--- src/rtl/debug_print_arb_pkg.sv ---
// Shared types and constants for the debug print arbiter.
// DEBUG_PRINT_ARB_PREFIX_EN adds the "<id>:" line-prefix states to the state enum.
`ifndef ASCII_WIDTH
`define ASCII_WIDTH 8
`endif

package debug_print_arb_pkg;

  localparam int unsigned N_REQ_DEF        = 4;
  localparam int unsigned FIFO_DEPTH_DEF   = 16;
  localparam int unsigned LINE_TIMEOUT_DEF = 256;

  localparam logic [`ASCII_WIDTH-1:0] NEWLINE = `ASCII_WIDTH'('h0A);
  localparam logic [`ASCII_WIDTH-1:0] COLON   = `ASCII_WIDTH'('h3A);
  localparam logic [`ASCII_WIDTH-1:0] DIGIT0  = `ASCII_WIDTH'('h30);

`ifdef DEBUG_PRINT_ARB_PREFIX_EN
  typedef enum logic [1:0] {
    IDLE      = 2'd0,
    PFX_ID    = 2'd1,
    PFX_COLON = 2'd2,
    STREAM    = 2'd3
  } state_t;
`else
  typedef enum logic [1:0] {
    IDLE   = 2'd0,
    STREAM = 2'd3
  } state_t;
`endif

endpackage

--- src/rtl/debug_print_arbiter_fifo.sv ---
// Per-requester character FIFO: full/empty tracking, combinational head, drop pulse on push-to-full.
// Independent of DEBUG_PRINT_ARB_PREFIX_EN.
`ifndef ASCII_WIDTH
`define ASCII_WIDTH 8
`endif

module debug_print_fifo #(
  parameter int unsigned DEPTH = 16,
  parameter int unsigned WIDTH = `ASCII_WIDTH
) (
  input  logic             clk,
  input  logic             res_n,
  input  logic             push,
  input  logic [WIDTH-1:0] din,
  input  logic             pop,
  output logic [WIDTH-1:0] head_c,
  output logic             empty_c,
  output logic             drop_c
);

  localparam int unsigned PW = $clog2(DEPTH);

  logic [WIDTH-1:0] mem [DEPTH];
  logic [PW:0]      wr_ptr;
  logic [PW:0]      rd_ptr;
  logic             full;
  logic             rd_en;
  logic             wr_en;

  assign empty_c = (wr_ptr == rd_ptr);
  assign full    = ((wr_ptr ^ rd_ptr) == {1'b1, {PW{1'b0}}});
  assign rd_en   = pop && !empty_c;
  // A pop in the same cycle frees the slot, so a push to a full FIFO still lands.
  assign wr_en   = push && (!full || rd_en);
  assign drop_c  = push && full && !rd_en;
  assign head_c  = mem[rd_ptr[PW-1:0]];

  always_ff @(posedge clk or negedge res_n) begin
    if (!res_n) begin
      wr_ptr <= '0;
      rd_ptr <= '0;
    end else begin
      if (wr_en) wr_ptr <= wr_ptr + (PW+1)'(1);
      if (rd_en) rd_ptr <= rd_ptr + (PW+1)'(1);
    end
  end

  always_ff @(posedge clk) begin
    if (wr_en) mem[wr_ptr[PW-1:0]] <= din;
  end

endmodule

--- src/rtl/debug_print_arbiter.sv ---
// Merges per-requester debug character streams onto one console sink, one whole line at a time.
// DEBUG_PRINT_ARB_PREFIX_EN prefixes every granted line with "<id>:".
`ifndef ASCII_WIDTH
`define ASCII_WIDTH 8
`endif

module debug_print_arbiter
  import debug_print_arb_pkg::*;
#(
  parameter int unsigned N_REQ        = N_REQ_DEF,
  parameter int unsigned FIFO_DEPTH   = FIFO_DEPTH_DEF,
  parameter int unsigned LINE_TIMEOUT = LINE_TIMEOUT_DEF
) (
  input  logic                                     clk,
  input  logic                                     res_n,
  input  logic [N_REQ-1:0]                         req_sig,
  input  logic [N_REQ*`ASCII_WIDTH-1:0]            req_ascii,
  output logic                                     out_valid,
  output logic [`ASCII_WIDTH-1:0]                  out_ascii,
  output logic [$clog2(N_REQ > 1 ? N_REQ : 2)-1:0] out_src,
  input  logic                                     out_ready,
  output logic [N_REQ-1:0]                         overflow,
  output logic                                     busy
);

  localparam int unsigned AW    = `ASCII_WIDTH;
  localparam int unsigned SRC_W = $clog2(N_REQ > 1 ? N_REQ : 2);
  localparam int unsigned TMO_W = $clog2(LINE_TIMEOUT + 1);

  state_t           state;
  logic [SRC_W-1:0] grant;
  logic [SRC_W-1:0] last_grant;
  logic [SRC_W-1:0] next_grant;
  logic [SRC_W-1:0] idx;
  logic [TMO_W-1:0] tmo_cnt;
  logic [N_REQ-1:0] empty;
  logic [N_REQ-1:0] drop;
  logic [N_REQ-1:0] pop;
  logic [AW-1:0]    head [N_REQ];
  logic [AW-1:0]    grant_head;
  logic             grant_empty;
  logic             grant_push;
  logic             any_req;
  logic             xfer;

  for (genvar i = 0; i < N_REQ; i++) begin : g_fifo
    debug_print_fifo #(
      .DEPTH (FIFO_DEPTH),
      .WIDTH (AW)
    ) u_fifo (
      .clk     (clk),
      .res_n   (res_n),
      .push    (req_sig[i]),
      .din     (req_ascii[i*AW +: AW]),
      .pop     (pop[i]),
      .head_c  (head[i]),
      .empty_c (empty[i]),
      .drop_c  (drop[i])
    );
  end

  assign grant_head  = head[grant];
  assign grant_empty = empty[grant];
  assign grant_push  = req_sig[grant];
  assign any_req     = ~&empty;
  assign xfer        = out_valid && out_ready;
  assign out_src     = grant;
  assign busy        = (state != IDLE) || any_req;

  // Round-robin pick starting after last_grant; the lowest offset found wins.
  always_comb begin
    next_grant = '0;
    idx        = '0;
    for (int k = int'(N_REQ); k >= 1; k--) begin
      idx = SRC_W'((int'(last_grant) + k) % int'(N_REQ));
      if (!empty[idx]) next_grant = idx;
    end
  end

  always_comb begin
    out_valid = 1'b0;
    out_ascii = '0;
    pop       = '0;
    unique case (state)
`ifdef DEBUG_PRINT_ARB_PREFIX_EN
      PFX_ID: begin
        out_valid = 1'b1;
        out_ascii = DIGIT0 + AW'(grant);
      end
      PFX_COLON: begin
        out_valid = 1'b1;
        out_ascii = COLON;
      end
`endif
      STREAM: begin
        out_valid = !grant_empty;
        out_ascii = grant_empty ? '0 : grant_head;
        pop[grant] = !grant_empty && out_ready;
      end
      default: ;
    endcase
  end

  always_ff @(posedge clk or negedge res_n) begin
    if (!res_n) begin
      state      <= IDLE;
      grant      <= '0;
      last_grant <= SRC_W'(N_REQ - 1);
      tmo_cnt    <= '0;
      overflow   <= '0;
    end else begin
      overflow <= overflow | drop;
      unique case (state)
        IDLE: begin
          if (any_req) begin
            grant   <= next_grant;
            tmo_cnt <= '0;
`ifdef DEBUG_PRINT_ARB_PREFIX_EN
            state   <= PFX_ID;
`else
            state   <= STREAM;
`endif
          end
        end
`ifdef DEBUG_PRINT_ARB_PREFIX_EN
        PFX_ID:    if (xfer) state <= PFX_COLON;
        PFX_COLON: if (xfer) state <= STREAM;
`endif
        STREAM: begin
          if (xfer && grant_head == NEWLINE) begin
            state      <= IDLE;
            last_grant <= grant;
            tmo_cnt    <= '0;
          end else if (!grant_empty || grant_push) begin
            tmo_cnt <= '0;
          end else if (tmo_cnt == TMO_W'(LINE_TIMEOUT - 1)) begin
            // Requester went quiet mid-line: release the console to the others.
            state      <= IDLE;
            last_grant <= grant;
            tmo_cnt    <= '0;
          end else begin
            tmo_cnt <= tmo_cnt + TMO_W'(1);
          end
        end
        default: state <= IDLE;
      endcase
    end
  end

endmodule

--- config.mk ---
export PLATFORM = sky130hd
export DESIGN_NAME = debug_print_arbiter
export DESIGN_NICKNAME = d
export VERILOG_FILES = /design/src/rtl/debug_print_arb_pkg.sv /design/src/rtl/debug_print_arbiter_fifo.sv /design/src/rtl/debug_print_arbiter.sv
export SDC_FILE = /design/constraint.sdc
export NUM_CORES = 1
export LEC_CHECK = 0
export ABC_AREA = 1
export CORE_MARGIN = 3
export CORE_UTILIZATION = 62
export CTS_CLUSTER_SIZE = 28
export DETAILED_ROUTE_END_ITERATION = 10
export PLACE_DENSITY = 0.8
export REMOVE_ABC_BUFFERS = 1
export SLEW_MARGIN = 10
export SYNTH_ARGS = -nofsm -noshare
export SYNTH_HDL_FRONTEND = slang
export SYNTH_SLANG_ARGS = --single-unit
export TNS_END_PERCENT = 20
--- constraint.sdc ---
create_clock -name clk -period 3.3 [get_ports clk]
set_clock_uncertainty 0.05 [all_clocks]
set_input_delay 0.495 -clock clk [delete_from_list [all_inputs] [get_ports clk]]
set_output_delay 0.495 -clock clk [all_outputs]
set_load 0.02 [all_outputs]
Yosys cells after proc, flatten, opt, wreduce, memory -nomap -nowiden --
Memory sizes are Yosys's and may differ from the RTL's. Index checks and enable logic that the tools add are counted.
Operators by class: $add $sub $neg 13, $lt $le $gt $ge 7, equal/unequal tests 15, muxes and demuxes 46, bitwise operators 8, reductions and logical operators 49
Operators by type and width (count):
- $add 5x1->5 const B | 8
- $mux 9 | 4
- $mux 8 | 4
- $mux 2 | 11
- $eq 5x5->1 | 4
- $eq 5x5->1 const B | 4
- $logic_and 1x1->1 | 20
- $xor 5x5->5 | 4
- $pmux 9 s2 | 1
- $bmux 8 s2 | 1
- $mux 1 | 16
- $lt 2x3->1 const B | 5
- $logic_not 1->1 | 14
- $bmux 1 s2 | 6
- $add 9x1->9 const B | 1
- $eq 9x8->1 const B | 1
- $eq 8x4->1 const B | 1
- $logic_or 1x1->1 | 6
- $ne 3x3->1 const B | 2
- $reduce_and 3->1 | 2
- $reduce_bool 2->1 | 3
- $add 2x1->2 const B | 2
- $add 2x2->2 const B | 2
- $and 4x4->4 | 1
- other kinds (13) | 15
Storage, ports and cells: bits in registers 59, RAM bits 512, output and inout bits 16, logic and storage cells 155, memories 4
Memory list:
- g_fifo[0].u_fifo.mem | depth 16, bits a word 8, rd ports 1, clocked after memory_dff 0, write ports 1, RTL line debug_print_arbiter_fifo.sv:23 | logic [WIDTH-1:0] mem [DEPTH];
- g_fifo[1].u_fifo.mem | depth 16, bits a word 8, rd ports 1, clocked after memory_dff 0, write ports 1, RTL line debug_print_arbiter_fifo.sv:23
- g_fifo[2].u_fifo.mem | depth 16, bits a word 8, rd ports 1, clocked after memory_dff 0, write ports 1, RTL line debug_print_arbiter_fifo.sv:23
- g_fifo[3].u_fifo.mem | depth 16, bits a word 8, rd ports 1, clocked after memory_dff 0, write ports 1, RTL line debug_print_arbiter_fifo.sv:23

Logic depth before layout (Yosys ltp) --
depth in word-level cells 12, gate-level depth with buffers 20

Hierarchy --
A second synthesis with hierarchy kept.
Unflattened totals: cell total of the unflattened synthesis 2487, area total of the unflattened synthesis 25339.3 sq um
By module, submodules not included:
- debug_print_fifo at g_fifo[1].u_fifo ... | times used 2, cells each 563, area an instance 5955.7 sq um
- debug_print_fifo at g_fifo[0].u_fifo | times used 1, cells each 563, area an instance 5947.0 sq um
- debug_print_fifo at g_fifo[3].u_fifo | times used 1, cells each 563, area an instance 5945.7 sq um
- debug_print_arbiter | times used 1, cells each 235, area an instance 1535.2 sq um

Worst setup path before layout --
Ideal clock, no wire load.
kind flip-flop to output port, from register g_fifo[3].u_fifo.rd_ptr[1], to output out_ascii[3], data arrival time 1.981 ns, slack 0.774 ns, cell stages (with the launch flop) 13, cells stage by stage dfrtp_1 buf_2 inv_2 nand2_1 nand2_1 nor2_1 nand3_1 nand2_1 nand2_1 nor2_4 nor2_1 inv_1 a21oi_1
Between the ends: cells in the longest elaborated chain, start to end 6, elaborated cells on any way between the ends 9, those cells by class eq/ne (1); mux (7); memory (1)
RTL lines:
- start: declaration | RTL line debug_print_arbiter_fifo.sv:25 | logic [PW:0] rd_ptr;
- start signal: assignment | RTL line debug_print_arbiter_fifo.sv:44 | if (rd_en) rd_ptr <= rd_ptr + (PW+1)'(1);
- $mem_v2 16x8
- $bmux 8 s2 | RTL line debug_print_arbiter.sv:62 | assign grant_head = head[grant];
- $mux 8 (implied by the code) (2 in series) | RTL line debug_print_arbiter.sv:62
- $mux 8 (*) | RTL line debug_print_arbiter.sv:97 | out_ascii = grant_empty ? '0 : grant_head;
- $mux 8 (*) | RTL line debug_print_arbiter.sv:84 | unique case (state)
- end: declaration | RTL line debug_print_arbiter.sv:19 | output logic [`ASCII_WIDTH-1:0] out_ascii,
Mark *: on every way between the ends. The rest lies on a longest branch, timed or not. The select of a mux whose other input is x is not followed.

Worst setup path in the final report --
from register g_fifo[3].u_fifo.rd_ptr[0], to output out_ascii[1]
Same word-level chain as after synthesis.

==> flow_metrics.tcl <==
set metrics [dict create \
    power_mw 23.50 \
    dp.cells 3044 \
    multi_input_area_mm2 0.006890 \
    syn_area_per_cell_um2 10.24 \
    routed_via_density 5.576 \
    area_growth_pct 14.24 \
    final_cell_mix "nand2_1 (767), edfxtp_1 (512), nor2_1 (317), inv_1 (213), nand3_1 (179)" \
    synth.area.top_cells "edfxtp_1 (61%), nand2_1 (11%), dfrtp_1 (5.6%)" \
    fin_setup_tns_ns 0 \
    syn_area_mm2 0.02507 \
    dieArea_mm2 0.04288 \
    drc 0 \
    slew_violations 0 \
    synth_top_area_share_pct 61.33 \
    antenna_found_initial 0 \
    ys_ff_latch 570 \
    drv_cap 0 \
    rrSetupSlack_ns 0.37 \
    r2r-start "g_fifo[0].u_fifo.rd_ptr[0]" \
    placed_area_mm2 0.02667 \
    critPathRequiredTime_ns 2.75 \
    start_kind "flip-flop" \
    overflow 0 \
    cts_tree "yes" \
    grt_start_max_net_pins 54 \
    fp.dieW_um 207.1 \
    final_layout_size_suffix_gt1_share_pct 10.18 \
    power.leakage_nw 11.84 \
    die_h_um 207.1 \
    initial_core_util_pct 62.95 \
    path_class "reg2out" \
    dp_hpwl_mm 36.58 \
    cp-end-kind "output pin" \
    status "completed" \
    dr_total_vias 17550 \
    max_freq_ghz 0.3043 \
    ff_latch_area_mm2 0.01684 \
    numCtsBuffers 55 \
    clk_latency_ns 0.61 \
    wl_per_cell_um 18.09 \
    timing.final.crit_share_pct 99.59 \
    grt_first_pass_wirelength_mm 91.31 \
    final_cells 3148 \
    min_period_ns 3.286 \
    drt_pass1_iterations 6 \
    cts.path.max_buffers 3 \
    hold_violations 0 \
    nFillCells 2672 \
    synth_cell_type_count 38 \
    grt_pass1_vias 17310 \
    io_buffers 54 \
    setup_viol 0 \
    worstMarginPinSlew_ns 0.7427 \
    routed_wl_mm 56.95 \
    synth_edf_count 512 \
    layout_commonest_cell "nand2_1" \
    hp-class "in2async" \
    grt_setup_unrepaired "true" \
    drt.antenna.violating_nets 0 \
    maxSlewHeadroom_pct 50.33 \
    yosysSeqAreaShare_pct 67.13 \
    startpoint "g_fifo[3].u_fifo.rd_ptr[0]" \
    syn_inst 2449 \
    cp.arrival_ns 2.74 \
    synth_top_cell_by_area "edfxtp_1" \
    num-nets-final 2638 \
    worst-path-max-fanout 53 \
    num_rows 73 \
    ioPinCount 55 \
    htree_num_levels 2 \
    async_flop_share_pct 10.18 \
    power_density_mw_per_mm2 820.5 \
    core-area_mm2 0.03982 \
    clk_pin_slew_worst_paths_ns 0.07 \
    design_area_mm2 0.02864 \
    synthFlopType "edfxtp_1" \
    ir_worst_vdd_mv 0.5663 \
    cts-root-buf "clkbuf_16" \
    whs_ns 0.2664 \
    grt_use_total_pct 26.58 \
    ys_warn_count 0 \
    gp_congestion 0.9464 \
    cts_sinks 570 \
    drt_iter0_drc 2028 \
]
cell families after synthesis:
logic type	after synthesis	synth area share, %
compound gates	171	3.673
xor+xnor	43	1.502
fa+ha+maj	21	1.048
buf+inv	331	5.520
flops	570	67.13
mux	1	0.03993
simple gates	1312	21.09
worst paths after layout:
| kind | cells after the start | endpoint |
|---|---|---|
| setup / recovery | 10 | out_ascii[1] |
| min in group clk | 1 | g_fifo[2].u_fifo.wr_ptr[4] |
| hold reg to reg | 1 | g_fifo[2].u_fifo.wr_ptr[4] |
| setup reg to reg | 17 | g_fifo[0].u_fifo.mem[12][6] |
| max in group asynchronous | 3 | g_fifo[3].u_fifo.rd_ptr[0] |
| hold / removal | 2 | overflow[0] |
stage by stage:
stage	utilization (%)	setup WS, ns
after detailed placement	66.98	0.2677
final	71.91	0.01364
after floorplan	-	-0.4298
after global placement	66.98	0.3001
after CTS	71.85	-0.2428
after global routing	71.91	-0.09908
repair_timing:
| action | 4_1_cts | 5_1_grt |
|---|---|---|
| pin swaps | 1 | 0 |
| endpoints found under the hold margin | 6 | 0 |
| endpoints found under the setup margin | 10 | 10 |
| hold buffers | 1 | 0 |
| setup buffers | 0 | 0 |
| gates resized for setup | 24 | 28 |
| cloned | 1 | 0 |
metal layers:
| metal | wire, um | share of wire [%] | vias to the layer above | global-route usage (%) |
|---|---|---|---|---|
| li1 | - | - | 8282 | - |
| met1 | 22790 | 40 | 8327 | 36.75 |
| met2 | 27760 | 49 | 793 | 43.42 |
| met3 | 4320 | 7.6 | 151 | 3.665 |
| met4 | 2081 | 3.7 | 0 | 10.53 |
| met5 | 0 | 0 | - | 0 |
worst max-delay path, cell delays in order, from the launching register on:
cell	delay [ns]
dfrtp_2	0.44
buf_12	0.27
o21ai_0	0.14
o211ai_1	0.34
nand3_1	0.16
nand2_1	0.14
nand2_1	0.06
nand2_1	0.08
nor2_2	0.06
nor2_1	0.09
dlygate4sd2_1	0.33
where the power goes:
group	leakage [nW]	switching (mW)	internal, mW	total, mW
Clock	0.911	2.64	3.77	6.42
Sequential	5.31	0.481	8.79	9.27
Combinational	5.62	5.30	2.52	7.81
Total	11.8	8.42	15.1	23.5
final cells by class:
class / count / share of cell area (%)
diodes: 1 / 0.008738
clock buffers: 66 / 5.094
clock inverters: 35 / 1.359
inverters: 237 / 3.141
multi-input cells: 1548 / 24.06
flip-flops and latches: 570 / 58.79
well taps: 525 / 2.294
repair buffers: 166 / 5.256
sequential cells by signal, summed over array words and instances, names as in the netlist:
register,count
g_fifo.u_fifo.rd_ptr,20
last_grant,2
overflow,4
out_src,2
g_fifo.u_fifo.mem,512
g_fifo.u_fifo.wr_ptr,20
tmo_cnt,9
state,1
cell usage after synthesis (all sizes together), types with 2 or more instances:
cell type	number
a21oi	3
buf	75
clkbuf	19
clkinv	8
dfrtp	56
dfstp	2
edfxtp	512
ha	21
inv	229
nand2	780
nand3	185
nand3b	4
nand4	3
nor2	335
nor3	2
o211ai	11
o21ai	139
o21bai	4
o22ai	10
or2	3
xnor2	3
xor2	40
Note: power is estimated with default switching activity, not from simulation.
